==> src/rtl/dms_pkg.sv <==
// Shared types and defaults for the DMS serial encoder.
// Holds the FSM state enum, timing defaults and size limits.
package dms_pkg;

    typedef enum logic [2:0] {
        S_IDLE,
        S_CFG_N,
        S_CFG_D,
        S_CFG_C,
        S_DATA_HI,
        S_DATA_LO,
        S_TERM,
        S_TAIL
    } state_t;

    localparam int DEF_BIT_PERIOD = 8;
    localparam int DEF_ONES_1     = 6;
    localparam int DEF_ONES_0     = 2;
    localparam int DEF_TAIL       = 64;
    localparam int MAX_N          = 5;
    localparam int MAX_LEN        = 16;

    // Key and caps frames are 2^n bits wide.
    function automatic logic [5:0] key_len(input logic [3:0] n);
        return 6'd1 << n;
    endfunction

endpackage

==> src/rtl/dms_piso.sv <==
// 32-bit parallel-load, MSB-first shift register.
// A load left-aligns the low len_i bits so bit_o is the first bit to send.
module dms_piso (
    input  logic        clk,
    input  logic        reset,
    input  logic        load_i,
    input  logic        shift_i,
    input  logic [31:0] data_i,
    input  logic [5:0]  len_i,
    output logic        bit_o,
    output logic        last_o
);

    logic [31:0] sh_q, sh_d;
    logic [5:0]  cnt_q, cnt_d;

    always_comb begin
        sh_d  = sh_q;
        cnt_d = cnt_q;
        if (load_i) begin
            sh_d  = data_i << (6'd32 - len_i);
            cnt_d = len_i;
        end else if (shift_i && cnt_q != 6'd0) begin
            sh_d  = sh_q << 1;
            cnt_d = cnt_q - 6'd1;
        end
    end

    always_ff @(posedge clk) begin
        if (reset) begin
            sh_q  <= '0;
            cnt_q <= '0;
        end else begin
            sh_q  <= sh_d;
            cnt_q <= cnt_d;
        end
    end

    assign bit_o  = sh_q[31];
    assign last_o = (cnt_q == 6'd1);

endmodule

==> src/rtl/dms_encoder.sv <==
// DMS line encoder: optional config frame (n, d, caps) then
// pulse-width coded message bits, a terminator pulse and a low tail.
module dms_encoder
    import dms_pkg::*;
#(
    parameter int BIT_PERIOD = DEF_BIT_PERIOD,
    parameter int ONES_1     = DEF_ONES_1,
    parameter int ONES_0     = DEF_ONES_0,
    parameter int TAIL       = DEF_TAIL
) (
    input  logic        clk,
    input  logic        reset,
    input  logic        start,
    input  logic        cfg_en,
    input  logic [3:0]  cfg_n,
    input  logic [31:0] cfg_d,
    input  logic [31:0] cfg_caps,
    input  logic [15:0] msg_in,
    input  logic [4:0]  msg_len,
    output logic        str,
    output logic        mode,
    output logic        ready,
    output logic        done,
    output logic        err
);

    state_t      state_q, state_d;
    logic [15:0] cyc_q, cyc_d;
    logic [3:0]  n_q, n_d;
    logic [31:0] d_q, d_d;
    logic [31:0] caps_q, caps_d;
    logic [15:0] msg_q, msg_d;
    logic [4:0]  len_q, len_d;
    logic        cfgd_q, cfgd_d;
    logic        err_q, err_d;

    logic        ld;
    logic        sh;
    logic [31:0] ld_data;
    logic [5:0]  ld_len;
    logic        pbit;
    logic        plast;
    logic        reject;
    logic [15:0] hi_last;

    dms_piso u_piso (
        .clk    (clk),
        .reset  (reset),
        .load_i (ld),
        .shift_i(sh),
        .data_i (ld_data),
        .len_i  (ld_len),
        .bit_o  (pbit),
        .last_o (plast)
    );

    assign reject = (cfg_en && cfg_n > 4'(MAX_N))
                 || (msg_len == 5'd0)
                 || (msg_len > 5'(MAX_LEN))
                 || (!cfg_en && !cfgd_q);

    assign hi_last = pbit ? 16'(ONES_1 - 1) : 16'(ONES_0 - 1);

    always_comb begin
        state_d = state_q;
        cyc_d   = cyc_q;
        n_d     = n_q;
        d_d     = d_q;
        caps_d  = caps_q;
        msg_d   = msg_q;
        len_d   = len_q;
        cfgd_d  = cfgd_q;
        err_d   = 1'b0;
        ld      = 1'b0;
        sh      = 1'b0;
        ld_data = '0;
        ld_len  = '0;
        str     = 1'b0;
        mode    = 1'b0;
        ready   = 1'b0;
        done    = 1'b0;

        unique case (state_q)
            S_IDLE: begin
                ready = 1'b1;
                if (start) begin
                    if (reject) begin
                        err_d = 1'b1;
                    end else begin
                        n_d    = cfg_n;
                        d_d    = cfg_d;
                        caps_d = cfg_caps;
                        msg_d  = msg_in;
                        len_d  = msg_len;
                        cyc_d  = '0;
                        ld     = 1'b1;
                        if (cfg_en) begin
                            ld_data = {28'd0, cfg_n};
                            ld_len  = 6'd4;
                            state_d = S_CFG_N;
                        end else begin
                            ld_data = {16'd0, msg_in};
                            ld_len  = {1'b0, msg_len};
                            state_d = S_DATA_HI;
                        end
                    end
                end
            end

            S_CFG_N: begin
                mode = 1'b1;
                str  = pbit;
                if (plast) begin
                    ld      = 1'b1;
                    ld_data = d_q;
                    ld_len  = key_len(n_q);
                    state_d = S_CFG_D;
                end else begin
                    sh = 1'b1;
                end
            end

            S_CFG_D: begin
                mode = 1'b1;
                str  = pbit;
                if (plast) begin
                    ld      = 1'b1;
                    ld_data = caps_q;
                    ld_len  = key_len(n_q);
                    state_d = S_CFG_C;
                end else begin
                    sh = 1'b1;
                end
            end

            S_CFG_C: begin
                mode = 1'b1;
                str  = pbit;
                if (plast) begin
                    ld      = 1'b1;
                    ld_data = {16'd0, msg_q};
                    ld_len  = {1'b0, len_q};
                    cfgd_d  = 1'b1;
                    cyc_d   = '0;
                    state_d = S_DATA_HI;
                end else begin
                    sh = 1'b1;
                end
            end

            // cyc_q runs across HI and LO so each bit spans BIT_PERIOD.
            S_DATA_HI: begin
                str   = 1'b1;
                cyc_d = cyc_q + 16'd1;
                if (cyc_q == hi_last) begin
                    state_d = S_DATA_LO;
                end
            end

            S_DATA_LO: begin
                if (cyc_q == 16'(BIT_PERIOD - 1)) begin
                    cyc_d = '0;
                    if (plast) begin
                        state_d = S_TERM;
                    end else begin
                        sh      = 1'b1;
                        state_d = S_DATA_HI;
                    end
                end else begin
                    cyc_d = cyc_q + 16'd1;
                end
            end

            S_TERM: begin
                str     = 1'b1;
                cyc_d   = '0;
                state_d = S_TAIL;
            end

            S_TAIL: begin
                if (cyc_q == 16'(TAIL - 1)) begin
                    done    = 1'b1;
                    cyc_d   = '0;
                    state_d = S_IDLE;
                end else begin
                    cyc_d = cyc_q + 16'd1;
                end
            end

            default: begin
                state_d = S_IDLE;
            end
        endcase
    end

    always_ff @(posedge clk) begin
        if (reset) begin
            state_q <= S_IDLE;
            cyc_q   <= '0;
            n_q     <= '0;
            d_q     <= '0;
            caps_q  <= '0;
            msg_q   <= '0;
            len_q   <= '0;
            cfgd_q  <= 1'b0;
            err_q   <= 1'b0;
        end else begin
            state_q <= state_d;
            cyc_q   <= cyc_d;
            n_q     <= n_d;
            d_q     <= d_d;
            caps_q  <= caps_d;
            msg_q   <= msg_d;
            len_q   <= len_d;
            cfgd_q  <= cfgd_d;
            err_q   <= err_d;
        end
    end

    assign err = err_q;

endmodule

==> config.mk <==
export PLATFORM = sky130hd
export DESIGN_NAME = dms_encoder
export DESIGN_NICKNAME = d
export VERILOG_FILES = /design/src/rtl/dms_pkg.sv /design/src/rtl/dms_piso.sv /design/src/rtl/dms_encoder.sv
export SDC_FILE = /design/constraint.sdc
export NUM_CORES = 1
export LEC_CHECK = 0
export BUFFER_PORTS_ARGS = -buffer_cell sky130_fd_sc_hd__buf_2
export CAP_MARGIN = 20
export CORE_UTILIZATION = 59
export CTS_CLUSTER_DIAMETER = 150
export DETAILED_ROUTE_END_ITERATION = 6
export PLACE_DENSITY = 0.91
export SETUP_SLACK_MARGIN = 0.5
export SYNTH_ARGS = -nofsm -noshare
export SYNTH_HDL_FRONTEND = slang
export SYNTH_HIERARCHICAL = 1
export SYNTH_SLANG_ARGS = --single-unit
==> constraint.sdc <==
create_clock -name clk -period 5 [get_ports clk]
set_clock_uncertainty 0.1 [all_clocks]
set_input_delay 0.75 -clock clk [delete_from_list [all_inputs] [get_ports clk]]
set_output_delay 0.75 -clock clk [all_outputs]
set_load 0.05 [all_outputs]
==> flow_summary.html, run 1 <==
<table>
<tr><th>Metric</th><th>Value</th></tr>
<tr><th colspan="2">STA</th></tr>
<tr><td>Setup total negative slack</td><td>0 ns</td></tr>
<tr><td>Unrepaired setup endpoints after global routing</td><td>no</td></tr>
<tr><td>Slew Limit Headroom</td><td>0.2188</td></tr>
<tr><td>Actual transition at the worst max-transition pin</td><td>1.168 ns</td></tr>
<tr><td>Number of max-slew violations in the final report</td><td>0</td></tr>
<tr><td>Count of final setup violators</td><td>0</td></tr>
<tr><td>Post-route minimum period</td><td>4.289 ns</td></tr>
<tr><td>Highest clock rate</td><td>233.2 MHz</td></tr>
<tr><td>Fin crit share</td><td>0.8578</td></tr>
<tr><td>Number of hold-slack violations in the final timing report</td><td>0</td></tr>
<tr><th colspan="2">Clock tree</th></tr>
<tr><td>Post-cts resize count</td><td>0</td></tr>
<tr><td>Maximum root-to-sink buffer count</td><td>2</td></tr>
<tr><td>Hold_buf cts</td><td>0</td></tr>
<tr><td>Clock latency on the worst-skew pair</td><td>0.44 ns</td></tr>
<tr><td># clock sinks</td><td>between 100 and 150</td></tr>
<tr><td>Clock root cell</td><td>clkbuf_16</td></tr>
<tr><td>Maximum level of the CTS H-tree</td><td>4</td></tr>
<tr><td>Number of buffers created by CTS</td><td>17</td></tr>
<tr><td>Clock tree from TritonCTS</td><td>done</td></tr>
<tr><td>Number of setup buffers added after CTS</td><td>0</td></tr>
<tr><td>Clock-pin slew reported for the worst setup and hold paths after clock tree synthesis</td><td>0.06 ns</td></tr>
<tr><th colspan="2">Die</th></tr>
<tr><td>Count of boundary I/O pins</td><td>98</td></tr>
<tr><td>Height of the die</td><td>approximately 120 µm</td></tr>
<tr><td>Area inside the core boundary</td><td>between 10,000 and 15,000 µm²</td></tr>
<tr><td>Initial Util</td><td>0.6029</td></tr>
<tr><td>Std cell rows</td><td>44</td></tr>
<tr><td>Die Width</td><td>123.6 µm</td></tr>
<tr><td>Die area</td><td>15,290 µm²</td></tr>
<tr><th colspan="2">Min path</th></tr>
<tr><td>Hold Path Class</td><td>reg -&gt; reg</td></tr>
<tr><th colspan="2">Synthesis</th></tr>
<tr><td>Leading register cell type out of synthesis</td><td>dfxtp_1</td></tr>
<tr><td>Cells after synthesis</td><td>about 1,100</td></tr>
<tr><td>Distinct cell type count after synthesis</td><td>70</td></tr>
<tr><td>Count of flip-flops with a built-in enable after synthesis</td><td>0</td></tr>
<tr><td>Net Count, Synth</td><td>1,167</td></tr>
<tr><td>Synth top area share</td><td>0.3394</td></tr>
<tr><td>Sequential-to-total area share from yosys stat</td><td>0.3394</td></tr>
<tr><td>Asr flop ratio synth</td><td>0</td></tr>
<tr><td>Cell area after technology mapping</td><td>8730 µm²</td></tr>
<tr><td>Cell types occupying the most area after synthesis</td><td>dfxtp_1 (34%), nand2_1 (11%), mux4_2 (7.7%), a21oi_1 (6.1%), mux2_2 (3.5%)</td></tr>
<tr><td>Cell accounting for the most synthesized area</td><td>dfxtp_1</td></tr>
<tr><td>Warning count from the yosys run</td><td>6</td></tr>
<tr><td>Syn avg cell area</td><td>8.166 µm²</td></tr>
<tr><td>Synthesized flop and latch total</td><td>between 100 and 150</td></tr>
<tr><th colspan="2">Layout</th></tr>
<tr><td>Fillcell total</td><td>1,078</td></tr>
<tr><td>Sequential Area</td><td>2963 µm²</td></tr>
<tr><td>Layout net count</td><td>~1,200</td></tr>
<tr><td># diodes</td><td>0</td></tr>
<tr><td>Fraction of layout instances using a drive strength above 1</td><td>0.2051</td></tr>
<tr><td>Fin cells</td><td>approximately 1,300</td></tr>
<tr><td>Commonest non-fill, non-tap cells in the layout</td><td>nand2_1 (246), dfxtp_1 (148), a21oi_1 (107)</td></tr>
<tr><td>Most frequent standard cell in the layout excluding fill and tap cells</td><td>nand2_1</td></tr>
<tr><td>P&amp;R area growth vs syn</td><td>13.47%</td></tr>
<tr><td>Area taken by multi-input logic gates</td><td>5313 µm²</td></tr>
<tr><th colspan="2">Status</th></tr>
<tr><td>Result of the run</td><td>completed</td></tr>
<tr><th colspan="2">Routing</th></tr>
<tr><td>Vias after detailed routing</td><td>between 8,000 and 9,000</td></tr>
<tr><td>Initial detailed-routing violation count</td><td>~1,200</td></tr>
<tr><td>Number of nets with antenna violations after routing</td><td>0</td></tr>
<tr><td>Final Routed Wirelength</td><td>roughly 24,000 µm</td></tr>
<tr><td>Detailed-route vias per instance</td><td>6.556</td></tr>
<tr><td>First-pass DRT Iterations</td><td>6</td></tr>
<tr><td>Detail-routed net length per standard cell</td><td>18.47 µm</td></tr>
<tr><td>DRC violations left</td><td>0</td></tr>
<tr><th colspan="2">Place</th></tr>
<tr><td>DP HPWL</td><td>16,380 µm</td></tr>
<tr><td>Final weighted congestion of routability-driven global placement</td><td>1.001</td></tr>
<tr><td>PortBufs</td><td>a little under 100</td></tr>
<tr><td>Number of placed instances with taps included</td><td>between 1,000 and 1,500</td></tr>
<tr><th colspan="2">Global route</th></tr>
<tr><td>First-pass GRT wire length</td><td>39,850 µm</td></tr>
<tr><td>Largest net degree at the start of global routing</td><td>77</td></tr>
<tr><td>Total routing usage reported by global routing</td><td>0.3368</td></tr>
<tr><td>Antenna violations before repair</td><td>0</td></tr>
<tr><td>Number of global-route vias before repair</td><td>8,091</td></tr>
<tr><td>Total grt overflow</td><td>0</td></tr>
<tr><th colspan="2">Setup path</th></tr>
<tr><td>Arrival time reported for the critical path endpoint</td><td>between 4 and 5 ns</td></tr>
<tr><td>Crit path required time</td><td>slightly above 5 ns</td></tr>
<tr><td>Slowest-stage cell, CP</td><td>mux4_2</td></tr>
<tr><td>Cell Chain, Critical Path</td><td>or3_1 -&gt; nor3b_1 -&gt; buf_4 -&gt; nand2b_1 -&gt; nor2_1 -&gt; a221o_2 -&gt; buf_4 -&gt; buf_4 -&gt; mux4_2 -&gt; mux2i_1 -&gt; mux2i_1 -&gt; a221oi_1 -&gt; a211oi_1</td></tr>
<tr><td>Start-to-end type of the worst setup path</td><td>reg -&gt; reg</td></tr>
<tr><td>Largest stage delay on the critical path</td><td>around 0.57 ns</td></tr>
<tr><td>Critical Path End Type</td><td>flop</td></tr>
<tr><td>Max Fanout on Critical Path</td><td>27</td></tr>
<tr><td>Worst path most repeated cell</td><td>buf_4</td></tr>
<tr><td>Cell family with the largest share of critical-path delay</td><td>simple AND/OR/NAND/NOR gates</td></tr>
<tr><td>Worst setup SP type</td><td>flop</td></tr>
<tr><td>Critical path buffers and inverters</td><td>3</td></tr>
<tr><th colspan="2">Pwr</th></tr>
<tr><td>Total design power</td><td>about 2.8 mW</td></tr>
<tr><td>Power per cell area</td><td>282.7 nW/µm²</td></tr>
<tr><td>Worst ir drop on vdd</td><td>between 0.2 and 0.25 mV</td></tr>
<tr><td>Leakage power of the design</td><td>approximately 3.6 nW</td></tr>
<tr><th colspan="2">Flow run</th></tr>
<tr><td>Number of max-cap violations</td><td>0</td></tr>
</table>
==> sequential cells by signal, summed over array words and instances, names as in the netlist <==
register,cells
u_piso/sh_q,32
u_piso/cnt_q,6
cyc_q,16
caps_q,32
cfgd_q,1
msg_q,16
n_q,4
d_q,32
len_q,5
state_q,3
err,1
==> synth_stat cells (10+ instances only) <==
cell type / count
nand2_1: 246
dfxtp_1: 148
a21oi_1: 107
nor2_1: 55
nand3_1: 50
clkbuf_1: 45
o21ai_0: 32
mux4_2: 30
mux2_2: 27
buf_2: 20
mux2i_1: 20
nor3_1: 18
a22oi_1: 17
a211oi_1: 16
a22o_1: 16
inv_1: 15
a311oi_1: 14
o211ai_1: 13
o2bb2ai_1: 13
buf_4: 12
xnor2_1: 11
a31oi_1: 10
==> where the power goes <==
part,internal [mW],switching [mW]
combinational,0.0897,0.149
clock,0.805,0.530
sequential,1.21,0.0189
total,2.10,0.698
==> kinds of logic (layout without fill, tap and decap cells) <==
family / after synthesis / count (layout) / share of synthesized area
flops: 148 / 148 / 0.3394
simple gates: 420 / 420 / 0.2120
fa+ha+maj: 5 / 5 / 0.007166
mux: 86 / 86 / 0.1472
xor+xnor: 15 / 15 / 0.01591
buf+inv: 103 / 175 / 0.05661
compound gates: 292 / 292 / 0.2217
==> cell type report <==
| type | count | share of cell area |
|---|---|---|
| inverters | 16 | 0.006063 |
| well taps | 184 | 0.02324 |
| multi-input cells | 818 | 0.5363 |
| flip-flops and latches | 148 | 0.2991 |
| clock buffers | 19 | 0.04471 |
| clock inverters | 13 | 0.01730 |
| repair buffers | 127 | 0.07326 |
==> metal layers <==
metal	vias to the layer above	routed length [µm]	GRT usage
met1	4069	9467	0.4261
met2	539	11480	0.5285
met3	94	2387	0.07830
met4	0	1147	0.1898
met5	-	0	0
li1	3985	-	-
==> worst reg2reg max path: stages, from the launching register on <==
cell	delay, ns
dfxtp_1	0.35
or3_1	0.43
nor3b_1	0.21
buf_4	0.18
nand2b_1	0.10
nor2_1	0.41
a221o_2	0.27
buf_4	0.36
buf_4	0.37
mux4_2	0.58
mux2i_1	0.26
mux2i_1	0.12
a221oi_1	0.32
a211oi_1	0.08
==> through the flow <==
| step | utilization | area, µm² | setup slack [ns] | hold WS, ns |
|---|---|---|---|---|
| after global placement | 0.6417 | 9291 | 0.6126 | 0.3384 |
| final | 0.6842 | 9906 | 0.7112 | 0.3539 |
| after detailed placement | 0.6417 | 9291 | 0.4801 | 0.3449 |
| after global routing | 0.6842 | 9906 | 0.5716 | 0.3744 |
| after CTS | 0.6842 | 9906 | 0.8285 | 0.3543 |
| after floorplan | - | 8742 | 0.5267 | 0.3329 |
==> final timing paths <==
kind                                 startpoint              end  slack [ns]  depth (start not counted)
worst min-delay path                     d_q[8]           d_q[8]        0.35                          2
worst min register to register           d_q[8]           d_q[8]        0.35                          2
worst max register to register  u_piso/cnt_q[3]  u_piso/sh_q[28]        0.71                         13
worst max-delay path            u_piso/cnt_q[3]  u_piso/sh_q[28]        0.71                         13
(Power assumes the default switching activity.)
==> run 2, diff against run 1 <==
- PLACE_DENSITY: 0.91 -> unset
- PLACE_DENSITY_LB_ADDON: unset -> 0.2
- TNS_END_PERCENT: unset -> 20
==> flow_summary.html, run 2 (synthesis gave the netlist of run 1 again) <==
<table>
<tr><th>Metric</th><th>Value</th></tr>
<tr><th colspan="2">Place</th></tr>
<tr><td>DP HPWL</td><td>16,300 µm (was 16,380 µm)</td></tr>
<tr><td>Final weighted congestion of routability-driven global placement</td><td>0.9753 (was 1.001)</td></tr>
<tr><td>Number of placed instances with taps included</td><td>1,294 (was 1,293)</td></tr>
<tr><td>Post-placement cell area</td><td>9299 µm² (was 9291 µm²)</td></tr>
<tr><td>PortBufs</td><td>97 (unchanged)</td></tr>
<tr><th colspan="2">Die</th></tr>
<tr><td>Std cell rows</td><td>44 (unchanged)</td></tr>
<tr><td>Count of boundary I/O pins</td><td>98 (unchanged)</td></tr>
<tr><td>Die area</td><td>15,290 µm² (unchanged)</td></tr>
<tr><td>Height of the die</td><td>123.6 µm (unchanged)</td></tr>
<tr><td>Initial Util</td><td>0.6029 (unchanged)</td></tr>
<tr><td>Die Width</td><td>123.6 µm (unchanged)</td></tr>
<tr><td>Area inside the core boundary</td><td>14,480 µm² (unchanged)</td></tr>
<tr><th colspan="2">Setup path</th></tr>
<tr><td>WP depth</td><td>16 (was 13)</td></tr>
<tr><td>Largest stage delay on the critical path</td><td>0.44 ns (was 0.57 ns)</td></tr>
<tr><td>Cell Chain, Critical Path</td><td>or3_1 -&gt; nor3b_1 -&gt; buf_4 -&gt; nand2b_1 -&gt; nor2_1 -&gt; nand2_1 -&gt; nor3b_1 -&gt; a221o_1 -&gt; inv_1 -&gt; ha_4 -&gt; xor2_2 -&gt; buf_4 -&gt; mux4_2 -&gt; mux2_2 -&gt; a21boi_1 -&gt; a21oi_1 (was or3_1 -&gt; nor3b_1 -&gt; buf_4 -&gt; nand2b_1 -&gt; nor2_1 -&gt; a221o_2 -&gt; buf_4 -&gt; buf_4 -&gt; mux4_2 -&gt; mux2i_1 -&gt; mux2i_1 -&gt; a221oi_1 -&gt; a211oi_1)</td></tr>
<tr><td>Worst R2R Setup Slack</td><td>0.81 ns (was 0.71 ns)</td></tr>
<tr><td>Start-to-end type of the worst setup path</td><td>reg -&gt; reg (unchanged)</td></tr>
<tr><td>Origin of the worst setup path</td><td>u_piso/cnt_q[3] (unchanged)</td></tr>
<tr><td>Cell family with the largest share of critical-path delay</td><td>simple AND/OR/NAND/NOR gates (unchanged)</td></tr>
<tr><td>Critical Path End Type</td><td>flop (unchanged)</td></tr>
<tr><td>Worst Reg-to-Reg Cells</td><td>16 (was 13)</td></tr>
<tr><td>Arrival time reported for the critical path endpoint</td><td>4.41 ns (was 4.47 ns)</td></tr>
<tr><td>Critical path buffers and inverters</td><td>3 (unchanged)</td></tr>
<tr><td>End point of the critical path</td><td>u_piso/sh_q[30] (was u_piso/sh_q[28])</td></tr>
<tr><td>Launch instance of the worst register-to-register path</td><td>u_piso/cnt_q[3] (unchanged)</td></tr>
<tr><td>Worst setup SP type</td><td>flop (unchanged)</td></tr>
<tr><td>Crit path required time</td><td>5.22 ns (was 5.18 ns)</td></tr>
<tr><td>Slowest-stage cell, CP</td><td>xor2_2 (was mux4_2)</td></tr>
<tr><td>Terminus of the critical flop-to-flop path</td><td>u_piso/sh_q[30] (was u_piso/sh_q[28])</td></tr>
<tr><td>Max Fanout on Critical Path</td><td>13 (was 27)</td></tr>
<tr><th colspan="2">Routing</th></tr>
<tr><td>Detail-routed net length per standard cell</td><td>17.98 µm (was 18.47 µm)</td></tr>
<tr><td>DRC violations left</td><td>0 (unchanged)</td></tr>
<tr><td>Vias after detailed routing</td><td>8,353 (was 8,687)</td></tr>
<tr><td>Final Routed Wirelength</td><td>23,840 µm (was 24,480 µm)</td></tr>
<tr><td>Detailed-route vias per instance</td><td>6.299 (was 6.556)</td></tr>
<tr><td>Number of nets with antenna violations after routing</td><td>0 (unchanged)</td></tr>
<tr><td>First-pass DRT Iterations</td><td>5 (was 6)</td></tr>
<tr><td>Initial detailed-routing violation count</td><td>884 (was 1,169)</td></tr>
<tr><th colspan="2">STA</th></tr>
<tr><td>Post-route minimum period</td><td>4.191 ns (was 4.289 ns)</td></tr>
<tr><td>Slew Limit Headroom</td><td>0.2861 (was 0.2188)</td></tr>
<tr><td>Number of hold-slack violations in the final timing report</td><td>0 (unchanged)</td></tr>
<tr><td>Setup total negative slack</td><td>0 ns (unchanged)</td></tr>
<tr><td>Unrepaired setup endpoints after global routing</td><td>no (unchanged)</td></tr>
<tr><td>Number of max-slew violations in the final report</td><td>0 (unchanged)</td></tr>
<tr><td>Actual transition at the worst max-transition pin</td><td>1.067 ns (was 1.168 ns)</td></tr>
<tr><td>Count of final setup violators</td><td>0 (unchanged)</td></tr>
<tr><td>Fin crit share</td><td>0.8382 (was 0.8578)</td></tr>
<tr><td>Highest clock rate</td><td>238.6 MHz (was 233.2 MHz)</td></tr>
<tr><th colspan="2">Layout</th></tr>
<tr><td>Post-route cell area</td><td>9916 µm² (was 9906 µm²)</td></tr>
<tr><td>P&amp;R area growth vs syn</td><td>13.59% (was 13.47%)</td></tr>
<tr><td>Fin cells</td><td>1,326 (was 1,325)</td></tr>
<tr><td>Layout net count</td><td>1,227 (was 1,226)</td></tr>
<tr><td># diodes</td><td>0 (unchanged)</td></tr>
<tr><td>Most frequent standard cell in the layout excluding fill and tap cells</td><td>nand2_1 (unchanged)</td></tr>
<tr><td>Fraction of layout instances using a drive strength above 1</td><td>0.2093 (was 0.2051)</td></tr>
<tr><td>Biggest registers after layout</td><td>caps_q: 32 flops, d_q: 32 flops, u_piso/sh_q: 32 flops (unchanged)</td></tr>
<tr><td>Commonest non-fill, non-tap cells in the layout</td><td>nand2_1 (246), dfxtp_1 (148), a21oi_1 (107) (unchanged)</td></tr>
<tr><th colspan="2">Flow run</th></tr>
<tr><td>Number of max-cap violations</td><td>0 (unchanged)</td></tr>
<tr><th colspan="2">Clock tree</th></tr>
<tr><td>Clock latency on the worst-skew pair</td><td>0.43 ns (was 0.44 ns)</td></tr>
<tr><td>Maximum root-to-sink buffer count</td><td>2 (unchanged)</td></tr>
<tr><td>Number of buffers created by CTS</td><td>17 (unchanged)</td></tr>
<tr><td>Maximum level of the CTS H-tree</td><td>4 (unchanged)</td></tr>
<tr><td>Hold_buf cts</td><td>0 (unchanged)</td></tr>
<tr><td># clock sinks</td><td>148 (unchanged)</td></tr>
<tr><td>Clock root cell</td><td>clkbuf_16 (unchanged)</td></tr>
<tr><td>Clock-pin slew reported for the worst setup and hold paths after clock tree synthesis</td><td>0.06 ns (about the same)</td></tr>
<tr><td>Number of setup buffers added after CTS</td><td>0 (unchanged)</td></tr>
<tr><td>Clock tree from TritonCTS</td><td>done (unchanged)</td></tr>
<tr><td>Post-cts resize count</td><td>0 (unchanged)</td></tr>
<tr><th colspan="2">Pwr</th></tr>
<tr><td>Worst ir drop on vdd</td><td>0.2490 mV (was 0.2450 mV)</td></tr>
<tr><td>Leakage power of the design</td><td>3.645 nW (was 3.644 nW)</td></tr>
<tr><td>Total design power</td><td>2.749 mW (was 2.801 mW)</td></tr>
<tr><td>Power per cell area</td><td>277.2 nW/µm² (was 282.7 nW/µm²)</td></tr>
<tr><th colspan="2">Global route</th></tr>
<tr><td>Number of global-route vias before repair</td><td>7,388 (was 8,091)</td></tr>
<tr><td>First-pass GRT wire length</td><td>37,480 µm (was 39,850 µm)</td></tr>
<tr><td>Antenna violations before repair</td><td>0 (unchanged)</td></tr>
<tr><td>Total routing usage reported by global routing</td><td>0.3179 (was 0.3368)</td></tr>
<tr><td>Total grt overflow</td><td>0 (unchanged)</td></tr>
<tr><td>Largest net degree at the start of global routing</td><td>90 (was 77)</td></tr>
<tr><th colspan="2">Status</th></tr>
<tr><td>Result of the run</td><td>completed (unchanged)</td></tr>
<tr><th colspan="2">Min path</th></tr>
<tr><td>Hold Path Class</td><td>reg -&gt; reg (unchanged)</td></tr>
<tr><td>Beginning of the worst hold path</td><td>msg_q[8] (was d_q[8])</td></tr>
</table>
## run 2: power breakdown
group | switching (mW) | leakage, nW | internal, mW
Clock | 0.531 | 0.281 | 0.753
Sequential | 0.0167 | 1.20 | 1.21
Combinational | 0.149 | 2.17 | 0.0918
## run 2: worst min-delay path by stage
stage,endpoint,cells after the start
final,msg_q[8],2
after floorplan,msg_q[0],2
after CTS,msg_q[8],2
after detailed placement,msg_q[8],2
after global placement,msg_q[3],2
after global routing,d_q[18],2
## run 2: per-stage QoR
stage	hold WS (ns)	worst slack [ns]	utilization
final	0.3531	0.8092	0.6848
after global routing	0.3701	0.5972	0.6848
after detailed placement	0.3431	0.2378	0.6422
after CTS	0.3533	0.6096	0.6830
after floorplan	0.3329	0.5267	-
after global placement	0.3392	0.3929	0.6422
## run 2: worst reg2reg max path, delay by kind of cell, from the launching register on
kind | cells | cell delay, ns
AND/OR/NAND/NOR | 6 | 1.25
multiplexers | 2 | 0.66
buffers and inverters | 3 | 0.61
AO/OA/AOI/OAI | 3 | 0.49
XOR/XNOR | 1 | 0.44
flip-flops | 1 | 0.35
adder cells (fa/ha/maj) | 1 | 0.20
## run 2: layer usage
layer / part of all wire / routed length, µm / track usage
met2: 0.46 / 11020 / 0.4920
met3: 0.073 / 1750 / 0.07051
met4: 0.023 / 548 / 0.1099
met5: 0 / 0 / 0
met1: 0.44 / 10510 / 0.4364
## run 2: area by class of cell
cell class	count	area, µm²
clock buffer	18	439.2
fill	1230	4563
timing repair buffer	128	737.0
multi-input combinational	818	5335
inverter	16	60.06
clock inverter	14	151.4
tap	184	230.2
sequential	148	2963
==> run 3, diff against run 2 <==
- CORE_UTILIZATION: 59 -> 54
- clock period: 5 -> 3.6 ns (I/O delays scaled with it)
==> flow_summary.html, run 3 (synthesis gave the netlist of run 1 again) <==
<table>
<tr><th>Metric</th><th>Value</th></tr>
<tr><th colspan="2">Status</th></tr>
<tr><td>Result of the run</td><td>finished with violations (was completed)</td></tr>
<tr><td>Violations in the final reports</td><td>design-rule violations, negative setup slack</td></tr>
<tr><th colspan="2">Routing</th></tr>
<tr><td>Initial detailed-routing violation count</td><td>989 (was 884)</td></tr>
<tr><td>Detailed-route vias per instance</td><td>6.145 (was 6.299)</td></tr>
<tr><td>Final Routed Wirelength</td><td>26,420 µm (was 23,840 µm)</td></tr>
<tr><td>DRC violations left</td><td>17 (was 0)</td></tr>
<tr><td>Number of nets with antenna violations after routing</td><td>0 (unchanged)</td></tr>
<tr><td>Detail-routed net length per standard cell</td><td>18.27 µm (was 17.98 µm)</td></tr>
<tr><td>First-pass DRT Iterations</td><td>7 (was 5)</td></tr>
<tr><td>Vias after detailed routing</td><td>8,886 (was 8,353)</td></tr>
<tr><th colspan="2">Layout</th></tr>
<tr><td>Most frequent standard cell in the layout excluding fill and tap cells</td><td>nand2_1 (unchanged)</td></tr>
<tr><td>Commonest non-fill, non-tap cells in the layout</td><td>nand2_1 (245), dfxtp_1 (146), a21oi_1 (107) (was nand2_1 (246), dfxtp_1 (148), a21oi_1 (107))</td></tr>
<tr><td>Fraction of layout instances using a drive strength above 1</td><td>0.3114 (was 0.2093)</td></tr>
<tr><td>Post-Route Utilization</td><td>0.7177 (was 0.6848)</td></tr>
<tr><td># diodes</td><td>0 (unchanged)</td></tr>
<tr><td>Fillcell total</td><td>1,211 (was 1,230)</td></tr>
<tr><td>P&amp;R area growth vs syn</td><td>30.13% (was 13.59%)</td></tr>
<tr><td>Layout net count</td><td>1,315 (was 1,227)</td></tr>
<tr><td>Biggest registers after layout</td><td>caps_q: 32 flops, d_q: 32 flops, u_piso/sh_q: 32 flops (unchanged)</td></tr>
<tr><th colspan="2">Setup path</th></tr>
<tr><td>Worst Reg-to-Reg Cells</td><td>18 (was 16)</td></tr>
<tr><td>Max Fanout on Critical Path</td><td>10 (was 13)</td></tr>
<tr><td>Worst setup SP type</td><td>flop (unchanged)</td></tr>
<tr><td>Launch instance of the worst register-to-register path</td><td>u_piso/cnt_q[3] (unchanged)</td></tr>
<tr><td>Worst R2R Setup Slack</td><td>-0.06 ns (was 0.81 ns)</td></tr>
<tr><td>Terminus of the critical flop-to-flop path</td><td>u_piso/sh_q[28] (was u_piso/sh_q[30])</td></tr>
<tr><td>Critical Path End Type</td><td>flop (unchanged)</td></tr>
<tr><td>Crit path required time</td><td>3.78 ns (was 5.22 ns)</td></tr>
<tr><td>Arrival time reported for the critical path endpoint</td><td>3.85 ns (was 4.41 ns)</td></tr>
<tr><td>Start-to-end type of the worst setup path</td><td>reg -&gt; reg (unchanged)</td></tr>
<tr><th colspan="2">STA</th></tr>
<tr><td>Highest clock rate</td><td>273.1 MHz (was 238.6 MHz)</td></tr>
<tr><td>Actual transition at the worst max-transition pin</td><td>0.8036 ns (was 1.067 ns)</td></tr>
<tr><td>Setup total negative slack</td><td>-0.1177 ns (was 0 ns)</td></tr>
<tr><td>Post-route minimum period</td><td>3.662 ns (was 4.191 ns)</td></tr>
<tr><td>Number of hold-slack violations in the final timing report</td><td>0 (unchanged)</td></tr>
<tr><td>Slew Limit Headroom</td><td>0.4607 (was 0.2861)</td></tr>
<tr><td>Fin crit share</td><td>1.017 (was 0.8382)</td></tr>
<tr><td>Number of max-slew violations in the final report</td><td>0 (unchanged)</td></tr>
<tr><td>Hold_ws</td><td>0.2419 ns (was 0.3531 ns)</td></tr>
<tr><td>Final critical-path setup slack</td><td>-0.06213 ns (was 0.8092 ns)</td></tr>
<tr><td>Unrepaired setup endpoints after global routing</td><td>yes (was no)</td></tr>
<tr><td>Count of final setup violators</td><td>4 (was 0)</td></tr>
<tr><th colspan="2">Flow run</th></tr>
<tr><td>Number of max-cap violations</td><td>0 (unchanged)</td></tr>
<tr><th colspan="2">Die</th></tr>
<tr><td>Std cell rows</td><td>46 (was 44)</td></tr>
<tr><td>Die Width</td><td>129.1 µm (was 123.6 µm)</td></tr>
<tr><td>Initial Util</td><td>0.5515 (was 0.6029)</td></tr>
<tr><td>Count of boundary I/O pins</td><td>98 (unchanged)</td></tr>
<tr><td>Die area</td><td>16,680 µm² (was 15,290 µm²)</td></tr>
<tr><td>Area inside the core boundary</td><td>15,830 µm² (was 14,480 µm²)</td></tr>
<tr><td>Height of the die</td><td>129.1 µm (was 123.6 µm)</td></tr>
<tr><th colspan="2">Clock tree</th></tr>
<tr><td>Clock latency on the worst-skew pair</td><td>0.43 ns (about the same)</td></tr>
<tr><td>Hold_buf cts</td><td>0 (unchanged)</td></tr>
<tr><td>Clock root cell</td><td>clkbuf_16 (unchanged)</td></tr>
<tr><td># clock sinks</td><td>148 (unchanged)</td></tr>
<tr><td>Maximum level of the CTS H-tree</td><td>4 (unchanged)</td></tr>
<tr><td>Clock-pin slew reported for the worst setup and hold paths after clock tree synthesis</td><td>0.06 ns (about the same)</td></tr>
<tr><td>Maximum root-to-sink buffer count</td><td>2 (unchanged)</td></tr>
<tr><td>Number of buffers created by CTS</td><td>17 (unchanged)</td></tr>
<tr><td>Clock tree from TritonCTS</td><td>done (unchanged)</td></tr>
<tr><th colspan="2">Global route</th></tr>
<tr><td>Total grt overflow</td><td>0 (unchanged)</td></tr>
<tr><td>Number of global-route vias before repair</td><td>8,175 (was 7,388)</td></tr>
<tr><td>Largest net degree at the start of global routing</td><td>56 (was 90)</td></tr>
<tr><td>Total routing usage reported by global routing</td><td>0.3171 (was 0.3179)</td></tr>
<tr><td>Antenna violations before repair</td><td>0 (unchanged)</td></tr>
<tr><td>First-pass GRT wire length</td><td>41,490 µm (was 37,480 µm)</td></tr>
<tr><th colspan="2">Pwr</th></tr>
<tr><td>Power per cell area</td><td>352.1 nW/µm² (was 277.2 nW/µm²)</td></tr>
<tr><td>Total design power</td><td>3.999 mW (was 2.749 mW)</td></tr>
<tr><td>Leakage power of the design</td><td>4.331 nW (was 3.645 nW)</td></tr>
<tr><td>Worst ir drop on vdd</td><td>0.4087 mV (was 0.2490 mV)</td></tr>
<tr><th colspan="2">Min path</th></tr>
<tr><td>Hold Path Cell Cnt</td><td>3 (was 2)</td></tr>
<tr><td>Hold Path Class</td><td>in -&gt; reg (was reg -&gt; reg)</td></tr>
<tr><td>Capture endpoint of the worst hold path</td><td>caps_q[23] (was msg_q[8])</td></tr>
<tr><td>Beginning of the worst hold path</td><td>cfg_caps[23] (was msg_q[8])</td></tr>
<tr><th colspan="2">Place</th></tr>
<tr><td>PortBufs</td><td>97 (unchanged)</td></tr>
<tr><td>DP HPWL</td><td>17,460 µm (was 16,300 µm)</td></tr>
<tr><td>Final weighted congestion of routability-driven global placement</td><td>0.9667 (was 0.9753)</td></tr>
</table>
[run 3: cell types whose count changed in the layout (fill, tap and decap cells not counted), moves of 7 or more]
cell,before,now
mux2_4,1,8
buf_4,30,84
buf_12,1,17
a22o_4,0,13
a22o_1,16,3
buf_6,1,15
[run 3: final cells by class]
cell class | instances | area, µm² | area share
clock inverters | 14 | 188.9 | 0.01663
multi-input cells | 818 | 5718 | 0.5034
repair buffers | 216 | 1713 | 0.1508
clock buffers | 18 | 439.2 | 0.03866
inverters | 16 | 62.56 | 0.005507
well taps | 216 | 270.3 | 0.02379
flip-flops and latches | 148 | 2968 | 0.2613
[run 3: critical path, cell delays in order (launching register included)]
cell and delay (ns):
dfxtp_2 0.32, or3_4 0.40, nor3b_4 0.25, nand2b_1 0.16
buf_4 0.16, buf_4 0.12, buf_4 0.12, buf_6 0.10
buf_6 0.10, buf_6 0.10, buf_6 0.12, nor4bb_1 0.25
buf_4 0.23, xor2_2 0.20, o32ai_4 0.12, buf_12 0.15
clkbuf_16 0.16, a221oi_2 0.26, a211oi_2 0.08
[run 3: how the worst max path moves through the flow]
stage	from	endpoint	slack, ns	depth (start not counted)
after CTS	u_piso/cnt_q[3]	u_piso/sh_q[29]	0.07	16
after global placement	msg_len[3]	u_piso/sh_q[31]	-0.17	14
after global routing	u_piso/cnt_q[3]	u_piso/sh_q[28]	-0.21	18
after floorplan	state_q[1]	u_piso/sh_q[31]	-0.44	17
after detailed placement	msg_len[3]	u_piso/sh_q[28]	-0.26	14
final	u_piso/cnt_q[3]	u_piso/sh_q[28]	-0.06	18
[run 3: repair_timing]
action,in CTS,in global routing
pin swaps,16,26
resized for setup,53,38
gates cloned,3,2
buffers inserted,19,7
setup endpoints to repair,32,33
[run 3: per-layer routing]
metal,vias up,GRT usage,wire [µm]
li1,4162,-,-
met3,74,0.07267,2055
met4,0,0.1204,796
met1,4227,0.4076,11090
met5,-,0,0
met2,423,0.5187,12480
[run 3: report_power, final]
part | leakage (nW) | internal (mW) | switching, mW
combinational | 2.83 | 0.173 | 0.232
sequential | 1.20 | 1.68 | 0.0256
clock | 0.303 | 1.13 | 0.760
total | 4.33 | 2.98 | 1.02
[run 3: metrics by stage]
stage / setup slack [ns] / std cells / area [µm²]
6_report: -0.06213 / 1446 / 11360
5_1_grt: -0.2061 / 1446 / 11360
4_1_cts: 0.06586 / 1437 / 11070
3_5_place_dp: -0.2625 / 1383 / 9943
3_3_place_gp: -0.1665 / 1383 / 9943
2_1_floorplan: -0.4372 / 1069 / 8832
